### config.mk
export PLATFORM = sky130hd
export DESIGN_NAME = router_dst_rx
export DESIGN_NICKNAME = d
export VERILOG_FILES = /design/src/rtl/router_dst_rx_pkg.sv /design/src/rtl/router_dst_rx.sv
export SDC_FILE = /design/constraint.sdc
export NUM_CORES = 1
export LEC_CHECK = 0
export BUFFER_PORTS_ARGS = -buffer_cell sky130_fd_sc_hd__buf_2
export CAP_MARGIN = 10
export CORE_ASPECT_RATIO = 1.75
export CORE_MARGIN = 2
export CORE_UTILIZATION = 60
export CTS_BUF_LIST = sky130_fd_sc_hd__clkbuf_8
export DETAILED_ROUTE_END_ITERATION = 16
export GPL_ROUTABILITY_DRIVEN = 0
export GPL_TIMING_DRIVEN = 0
export HOLD_SLACK_MARGIN = 0.02
export PLACE_DENSITY_LB_ADDON = 0.15
export SYNTH_ARGS = -nofsm -noshare
export SYNTH_HDL_FRONTEND = slang
export SYNTH_SLANG_ARGS = --single-unit
export TNS_END_PERCENT = 100
### constraint.sdc
create_clock -name clk -period 2.4 [get_ports clk]
set_clock_uncertainty 0.05 [all_clocks]
set_input_delay 0.48 -clock clk [delete_from_list [all_inputs] [get_ports clk]]
set_output_delay 0.48 -clock clk [all_outputs]
set_load 0.01 [all_outputs]
### src/rtl/router_dst_rx_pkg.sv
// Shared router definitions: receive FSM encoding, header field positions
// and the soft-reset timeout that bounds the read delay.
package router_dst_rx_pkg;

  typedef enum logic [2:0] {
    IDLE,
    DELAY,
    HDR,
    HDR_CAP,
    PLD,
    DONE
  } rx_state_e;

  localparam int unsigned LEN_MSB          = 7;
  localparam int unsigned LEN_LSB          = 2;
  localparam int unsigned LEN_W            = LEN_MSB - LEN_LSB + 1;
  localparam int unsigned SOFT_RST_TIMEOUT = 30;
  localparam int unsigned LEFT_W           = 7;
  localparam int unsigned DATA_W           = 8;

endpackage

### src/rtl/router_dst_rx.sv
// Destination-port receiver: reads one packet from the router FIFO, streams
// its payload, checks the trailing parity byte and reports done/abort.
module router_dst_rx
  import router_dst_rx_pkg::*;
#(
  parameter int unsigned READ_DELAY = 2
) (
  input  logic              clk,
  input  logic              reset,
  input  logic              vld_out,
  input  logic [DATA_W-1:0] data_in,
  input  logic              soft_reset,
  output logic              read_enb,
  output logic [DATA_W-1:0] pkt_data,
  output logic              pkt_data_valid,
  output logic [LEN_W-1:0]  pkt_len,
  output logic              pkt_done,
  output logic              parity_err,
  output logic              pkt_abort,
  output logic              busy
);

  localparam int unsigned DLY_W    = $clog2(SOFT_RST_TIMEOUT);
  // Last DELAY count before HDR; the IDLE cycle that saw vld_out counts as one.
  localparam int unsigned DLY_LAST = (READ_DELAY > 1) ? READ_DELAY - 2 : 0;

  rx_state_e          state_q, state_d;
  logic [DLY_W-1:0]   dly_q, dly_d;
  logic [LEFT_W-1:0]  left_q, left_d;
  logic [DATA_W-1:0]  xor_q, xor_d;
  logic               pend_q, pend_d;
  logic               last_q, last_d;
  logic [DATA_W-1:0]  pkt_data_q, pkt_data_d;
  logic               pdv_q, pdv_d;
  logic [LEN_W-1:0]   len_q, len_d;
  logic               done_q, done_d;
  logic               perr_q, perr_d;
  logic               abort_q, abort_d;
  logic               busy_q, busy_d;
  logic               read_c;

  always_ff @(posedge clk or posedge reset) begin
    if (reset) begin
      state_q    <= IDLE;
      dly_q      <= '0;
      left_q     <= '0;
      xor_q      <= '0;
      pend_q     <= 1'b0;
      last_q     <= 1'b0;
      pkt_data_q <= '0;
      pdv_q      <= 1'b0;
      len_q      <= '0;
      done_q     <= 1'b0;
      perr_q     <= 1'b0;
      abort_q    <= 1'b0;
      busy_q     <= 1'b0;
    end else begin
      state_q    <= state_d;
      dly_q      <= dly_d;
      left_q     <= left_d;
      xor_q      <= xor_d;
      pend_q     <= pend_d;
      last_q     <= last_d;
      pkt_data_q <= pkt_data_d;
      pdv_q      <= pdv_d;
      len_q      <= len_d;
      done_q     <= done_d;
      perr_q     <= perr_d;
      abort_q    <= abort_d;
      busy_q     <= busy_d;
    end
  end

  always_comb begin
    state_d    = state_q;
    dly_d      = dly_q;
    left_d     = left_q;
    xor_d      = xor_q;
    pend_d     = 1'b0;
    last_d     = 1'b0;
    pkt_data_d = pkt_data_q;
    pdv_d      = 1'b0;
    len_d      = len_q;
    done_d     = 1'b0;
    perr_d     = perr_q;
    abort_d    = 1'b0;
    read_c     = 1'b0;

    case (state_q)
      IDLE: begin
        if (vld_out) begin
          dly_d   = '0;
          state_d = (READ_DELAY <= 1) ? HDR : DELAY;
        end
      end
      DELAY: begin
        if (dly_q == DLY_W'(DLY_LAST)) state_d = HDR;
        else                           dly_d   = dly_q + DLY_W'(1);
      end
      HDR: begin
        read_c = vld_out;
        if (vld_out) state_d = HDR_CAP;
      end
      HDR_CAP: begin
        len_d   = data_in[LEN_MSB:LEN_LSB];
        left_d  = LEFT_W'(data_in[LEN_MSB:LEN_LSB]) + LEFT_W'(1);
        xor_d   = data_in;
        state_d = PLD;
      end
      PLD: begin
        // Reads and arrivals pipeline; last_q marks the parity byte in flight.
        read_c = vld_out && (left_q != '0);
        if (read_c) begin
          left_d = left_q - LEFT_W'(1);
          pend_d = 1'b1;
          last_d = (left_q == LEFT_W'(1));
        end
        if (pend_q) begin
          if (last_q) begin
            perr_d  = ((xor_q ^ data_in) != '0);
            done_d  = 1'b1;
            state_d = DONE;
          end else begin
            pkt_data_d = data_in;
            pdv_d      = 1'b1;
            xor_d      = xor_q ^ data_in;
          end
        end
      end
      DONE: state_d = IDLE;
      default: state_d = IDLE;
    endcase

    // A flush drops the partial packet wherever the FSM is.
    if (soft_reset && (state_q != IDLE)) begin
      state_d    = IDLE;
      read_c     = 1'b0;
      dly_d      = '0;
      left_d     = '0;
      xor_d      = '0;
      pend_d     = 1'b0;
      last_d     = 1'b0;
      pkt_data_d = pkt_data_q;
      pdv_d      = 1'b0;
      done_d     = 1'b0;
      perr_d     = perr_q;
      abort_d    = 1'b1;
    end

    busy_d = (state_d != IDLE);
  end

  assign read_enb       = read_c;
  assign pkt_data       = pkt_data_q;
  assign pkt_data_valid = pdv_q;
  assign pkt_len        = len_q;
  assign pkt_done       = done_q;
  assign parity_err     = perr_q;
  assign pkt_abort      = abort_q;
  assign busy           = busy_q;

endmodule

== Yosys cells after proc, flatten, opt, wreduce, memory -nomap -nowiden ==
Index checks and enable logic that the tools add are counted.

* Register bits after elaboration: 44
* Bits in latches: 0
* RAM bits: 0
* ROM bits: 0
* Input port bits: 12
* Output and inout bits: 20
* Logic and storage cells: 79
* Memories kept: 0

* Add/sub/neg operators: 3
* Multipliers: 0
* Divide/modulo/power cells: 0
* Order comparisons: 0
* Equality and inequality tests: 10
* Shift-type cells: 0
* Mux-type cells: 35
* Bitwise gates (word level): 3
* Reduce and logical (&&, ||, !) cells: 15

{| class="wikitable"
|+ Operators by type and width
! kind !! count
|-
| 8-bit 2-to-1 mux || 3
|-
| 3-bit 2-to-1 mux || 6
|-
| 1-bit 2-to-1 mux || 16
|-
| 8-bit one-hot mux with 2 select lines || 1
|-
| 5-bit 2-to-1 mux || 3
|-
| 3-bit != test (second input constant) || 5
|-
| 3-bit one-hot mux with 5 select lines || 1
|-
| 7-bit 2-to-1 mux || 2
|-
| 7-bit one-hot mux with 2 select lines || 1
|-
| 3-bit nonzero test || 4
|-
| 5-bit one-hot mux with 2 select lines || 1
|-
| 4-bit AND reduction || 2
|-
| 8-bit nonzero test || 1
|-
| 8-bit XOR || 1
|-
| 6-bit by 1-bit adder with 7-bit output (second input constant) || 1
|-
| 7-bit by 1-bit equality test with 1-bit output (second input constant) || 1
|-
| 7-bit nonzero test || 1
|-
| 7-bit by 1-bit subtractor with 7-bit output (second input constant) || 1
|-
| 3-bit by 2-bit equality test with 1-bit output (second input constant) || 2
|-
| 3-bit AND reduction || 2
|-
| 5-bit by 1-bit adder with 5-bit output (second input constant) || 1
|-
| 5-bit logical NOT || 1
|-
| 3-bit by 1-bit equality test with 1-bit output (second input constant) || 1
|-
| 3-bit equality test (second input constant) || 1
|-
| 5 further kinds || 7
|}

== Logic depth before layout (Yosys ltp) ==
* Depth after elaboration: 5
* Depth in mapped cells: 6
* Mapped depth without buffers: 6

== Worst setup path after synthesis ==
No wires, ideal clock.

* Path kind: flip-flop to flip-flop
* From: register left_q[0]
* To: register left_q[6]
* Library setup time: 0.121 ns
* Arrival: 1.833 ns
* Required time: 2.229 ns
* Path slack: 0.396 ns
* Cell stages (with the launch flop): 7
* Buffers on the path: 0
* Period minus slack after synthesis: 2.004 ns
* Path through: dfrtp_1 -> inv_1 -> ha_1 -> or3b_2 -> or3_1 -> a32o_1 -> a22o_1

* Cells in the longest elaborated chain, start to end: 4
* Elaborated cells on any way between the ends: 8
* Classes of those cells: add/sub (1); eq/ne (1); mux (3); reduce/logical (3)

{| class="wikitable"
|+ Ends and longest elaborated chain
! item !! RTL line !! text
|-
| from (decl) || router_dst_rx.sv:29 || <nowiki>logic [LEFT_W-1:0] left_q, left_d;</nowiki>
|-
| from (signal assigned) || router_dst_rx.sv:60 || <nowiki>left_q <= left_d;</nowiki>
|-
| 7-bit by 1-bit subtractor with 7-bit output / 7-bit nonzero test (equally long branches) || router_dst_rx.sv:114, router_dst_rx.sv:112 ||
|-
| 7-bit 2-to-1 mux / 1-bit logical AND (equally long branches) || router_dst_rx.sv:113, router_dst_rx.sv:112 ||
|-
| 7-bit one-hot mux with 2 select lines / 3-bit != test (equally long branches) || -- ||
|-
| 7-bit 2-to-1 mux / 2-bit AND reduction (equally long branches) || -- ||
|}

Several ways; a longest one is shown, not always the timed one. The select of a mux whose other input is x is not followed.
A chain may end at the register's enable or synchronous reset.

== Worst setup path after layout ==
* From: register left_q[1]
* To: output read_enb

* Cells in the longest elaborated chain, start to end: 4

{| class="wikitable"
|+ Ends and longest elaborated chain
! item !! RTL line !! text
|-
| 7-bit nonzero test || router_dst_rx.sv:112 || <nowiki>read_c = vld_out && (left_q != '0);</nowiki>
|-
| 1-bit logical AND || router_dst_rx.sv:112 ||
|-
| 1-bit one-hot mux with 2 select lines || router_dst_rx.sv:89 || <nowiki>case (state_q)</nowiki>
|-
| 1-bit 2-to-1 mux || router_dst_rx.sv:135 || <nowiki>if (soft_reset && (state_q != IDLE)) begin</nowiki>
|-
| to (decl) || router_dst_rx.sv:13 || <nowiki>output logic read_enb,</nowiki>
|}

Every way passes these cells.

==> flow_summary.json <==
{
  "ctsLongestPathBuffers": 2,
  "hold_path_class": "in2reg",
  "r2r-start": "state_q[1]",
  "drive_gt1_share_pct": 25.18,
  "fmax_ghz": 0.4422,
  "hold_violations": 0,
  "cellPowerDensity_nw_per_um2": 1028,
  "numCtsBuffers": 5,
  "final.period_utilization_pct": 94.22,
  "grt_antenna_before_repair": 0,
  "hold_slack_ns": 0.4183,
  "cts_root_buf": "clkbuf_8",
  "drt_wl_total_mm": 5.793,
  "avgViaCountPerCell": 6.260,
  "crit_path_end_kind": "output pin",
  "cp-start-kind": "flip-flop",
  "place_inst": 321,
  "power.total_w": 0.002898,
  "cp_cell_sequence": "inv_1 > ha_1 > nor3b_2 > a21oi_1 > nor2_1 > nor4_1 > buf_2",
  "synthesis.instances": 244,
  "cp.buffers_inverters": 2,
  "hp-start": "data_in[0]",
  "crit_path_max_fanout": 4,
  "regArea_um2": 1101,
  "crit_type": "reg2out",
  "num_vias": 2072,
  "power_leakage_nw": 1.251,
  "nets": 299,
  "die_area_um2": 4695,
  "setup_ws_ns": 0.1387,
  "ys_ff_latch": 44,
  "grtUsageTotal_pct": 27.17,
  "num_io_pins": 32,
  "pre_cts_slack_ns": 0.2288,
  "setup-tns-final_ns": 0,
  "slowest_delay_ns": 0.39,
  "ff2ff_path_depth": 6,
  "grt_pass1_vias": 1973,
  "gr-total-overflow": 0,
  "wire_per_inst_um": 17.50,
  "finalCriticalPeriod_ns": 2.261,
  "cap_violations": 0,
  "rsz0062_at_grt": "no",
  "final.fill_count": 344,
  "netlist_area_um2": 2486,
  "tightest_slew_ns": 0.5874,
  "drtIter0Drc": 64,
  "core_region_area_um2": 4073,
  "grt_max_degree": 44,
  "seq_area_frac_synth_pct": 44.29,
  "rows": 31,
  "crit_arrival_ns": 1.73,
  "setup_viol": 0,
  "drtPass1Iterations": 4,
  "initial_core_util_pct": 61.04,
  "irDropWorstVdd_mv": 0.5760,
  "cts_tree": "yes",
  "synthFlopType": "dfrtp_1",
  "portBuffers": 27,
  "clk_latency_ns": 0.30,
  "hold_end": "pkt_data[0]",
  "reg2reg_slack_ns": 0.20,
  "cts_sinks": 44,
  "worstHoldPathCells": 2,
  "path_clk_slew_ns": 0.08,
  "yosysWarningCount": 0,
  "syn_avg_cell_area_um2": 10.19,
  "antenna_left": 0,
  "yosysTopAreaCell": "dfrtp_1",
  "ys_top_cells_by_area": "dfrtp_1 (44%), mux2_2 (6.3%), xnor2_1 (3.9%), ha_1 (3.0%), nand3_1 (3.0%)",
  "relSlewSlack_pct": 60.42,
  "outcome": "completed",
  "drcViolationCount": 0,
  "grt_first_pass_wirelength_mm": 9.321,
  "synth_edf_count": 0,
  "crit_slowest_cell": "dfrtp_1",
  "critPathTopFamily": "simple AND/OR/NAND/NOR gates",
  "num_antenna_cells": 0,
  "syn_to_final_growth_pct": 13.34,
  "layout.cells.non_filler": 331,
  "ys_types": 51,
  "die_height_um": 89.16,
  "place_hpwl_mm": 4.271,
  "cts_max_level": 2,
  "synth.net_count": 262,
  "synth_top_area_share_pct": 44.29,
  "slew_violations": 0,
  "multi_input_area_um2": 1279,
  "async_flop_share_pct": 100.0,
  "r2r_end": "left_q[2]",
  "required_ns": 1.87,
  "fp.dieW_um": 52.66
}
-- power by group --
group          switching, W  leakage [nW]  total (W)  internal, W
clock              0.000260        0.0479   0.000463     0.000203
combinational      0.000765         0.638    0.00135     0.000581
sequential         0.000154         0.564    0.00109     0.000935
total               0.00118          1.25    0.00290      0.00172
-- layer usage --
| metal | share of wire, % | wire length [µm] | up-vias | global-route usage (%) |
|---|---|---|---|---|
| met3 | 3.7 | 213 | 16 | 4.515 |
| met1 | 38 | 2196 | 1017 | 30.86 |
| li1 | - | - | 980 | - |
| met2 | 55 | 3169 | 59 | 47.84 |
| met5 | 0 | 0 | - | 0 |
| met4 | 3.7 | 214 | 0 | 13.75 |
-- cells by family (layout without fill, tap and decap cells) --
group	after synthesis	in the layout	share of synthesized area (%)
adders and majority gates	6	6	3.020
DFF	44	44	44.29
xor gates and xnor gates	12	12	4.227
muxes	16	16	7.146
AOI/OAI and AO/OA	50	50	15.25
buffers and inverters	27	65	4.680
and+or+nand+nor	89	89	21.39
-- repair_timing --
item / 4_1_cts / 5_1_grt
hold buffers: 1 / 0
cloned: 0 / 0
gates resized for setup: 1 / 1
endpoints found under the setup margin: 1 / 1
hold endpoints to repair: 1 / 0
buffers inserted: 0 / 1
-- area by class of cell --
class	instances	area share [%]
Timing Repair Buffer	30	6.128
Clock inverter	3	0.6661
Tap cell	49	2.176
Buffer	15	2.531
Sequential cell	44	39.08
Multi-Input combinational cell	173	45.38
Clock buffer	5	2.442
Inverter	12	1.599
-- worst max-delay path by stage --
stage	end	from	slack, ns	depth (start not counted)
2_1_floorplan	left_q[6]	left_q[0]	0.40	6
3_3_place_gp	read_enb	left_q[0]	0.24	7
3_5_place_dp	read_enb	left_q[0]	0.23	7
4_1_cts	read_enb	left_q[0]	0.08	7
5_1_grt	read_enb	left_q[0]	0.03	7
6_report	read_enb	left_q[1]	0.14	7
-- layout by cell type (no fill, tap or decap), drive strengths merged, types with 9 or more instances in the layout --
cell type  instances
nand2             18
nand4             11
or3               11
dfrtp             44
mux2              14
nand3             15
buf               36
nor2               9
clkbuf            13
xnor2             11
inv               12
-- sequential cells by signal, indices dropped and copies added (netlist names) --
signal          flops
pkt_data            8
xor_q               8
left_q              7
pkt_len             6
dly_q               5
state_q             3
busy                1
last_q              1
parity_err          1
pend_q              1
pkt_abort           1
pkt_data_valid      1
pkt_done            1
-- stage by stage --
| step | instance area (µm²) | util [%] |
|---|---|---|
| final | 2818 | 69.19 |
| after global routing | 2818 | 69.19 |
| after CTS | 2805 | 68.88 |
| after detailed placement | 2703 | 66.36 |
| after global placement | 2683 | 65.87 |
| after floorplan | 2486 | - |
-- synth_stat cells, drive strengths merged (3+ instances only) --
| master | count |
|---|---|
| a21oi | 8 |
| a31oi | 4 |
| a32o | 3 |
| buf | 7 |
| clkbuf | 8 |
| dfrtp | 44 |
| ha | 6 |
| inv | 12 |
| mux2 | 14 |
| nand2 | 18 |
| nand3 | 15 |
| nand4 | 11 |
| nor2 | 9 |
| nor2b | 4 |
| nor3 | 3 |
| nor3b | 3 |
| o211ai | 8 |
| o21ai | 8 |
| o22ai | 3 |
| o31ai | 3 |
| or3 | 11 |
| xnor2 | 11 |
No activity file was read; power rests on OpenSTA's default activity.
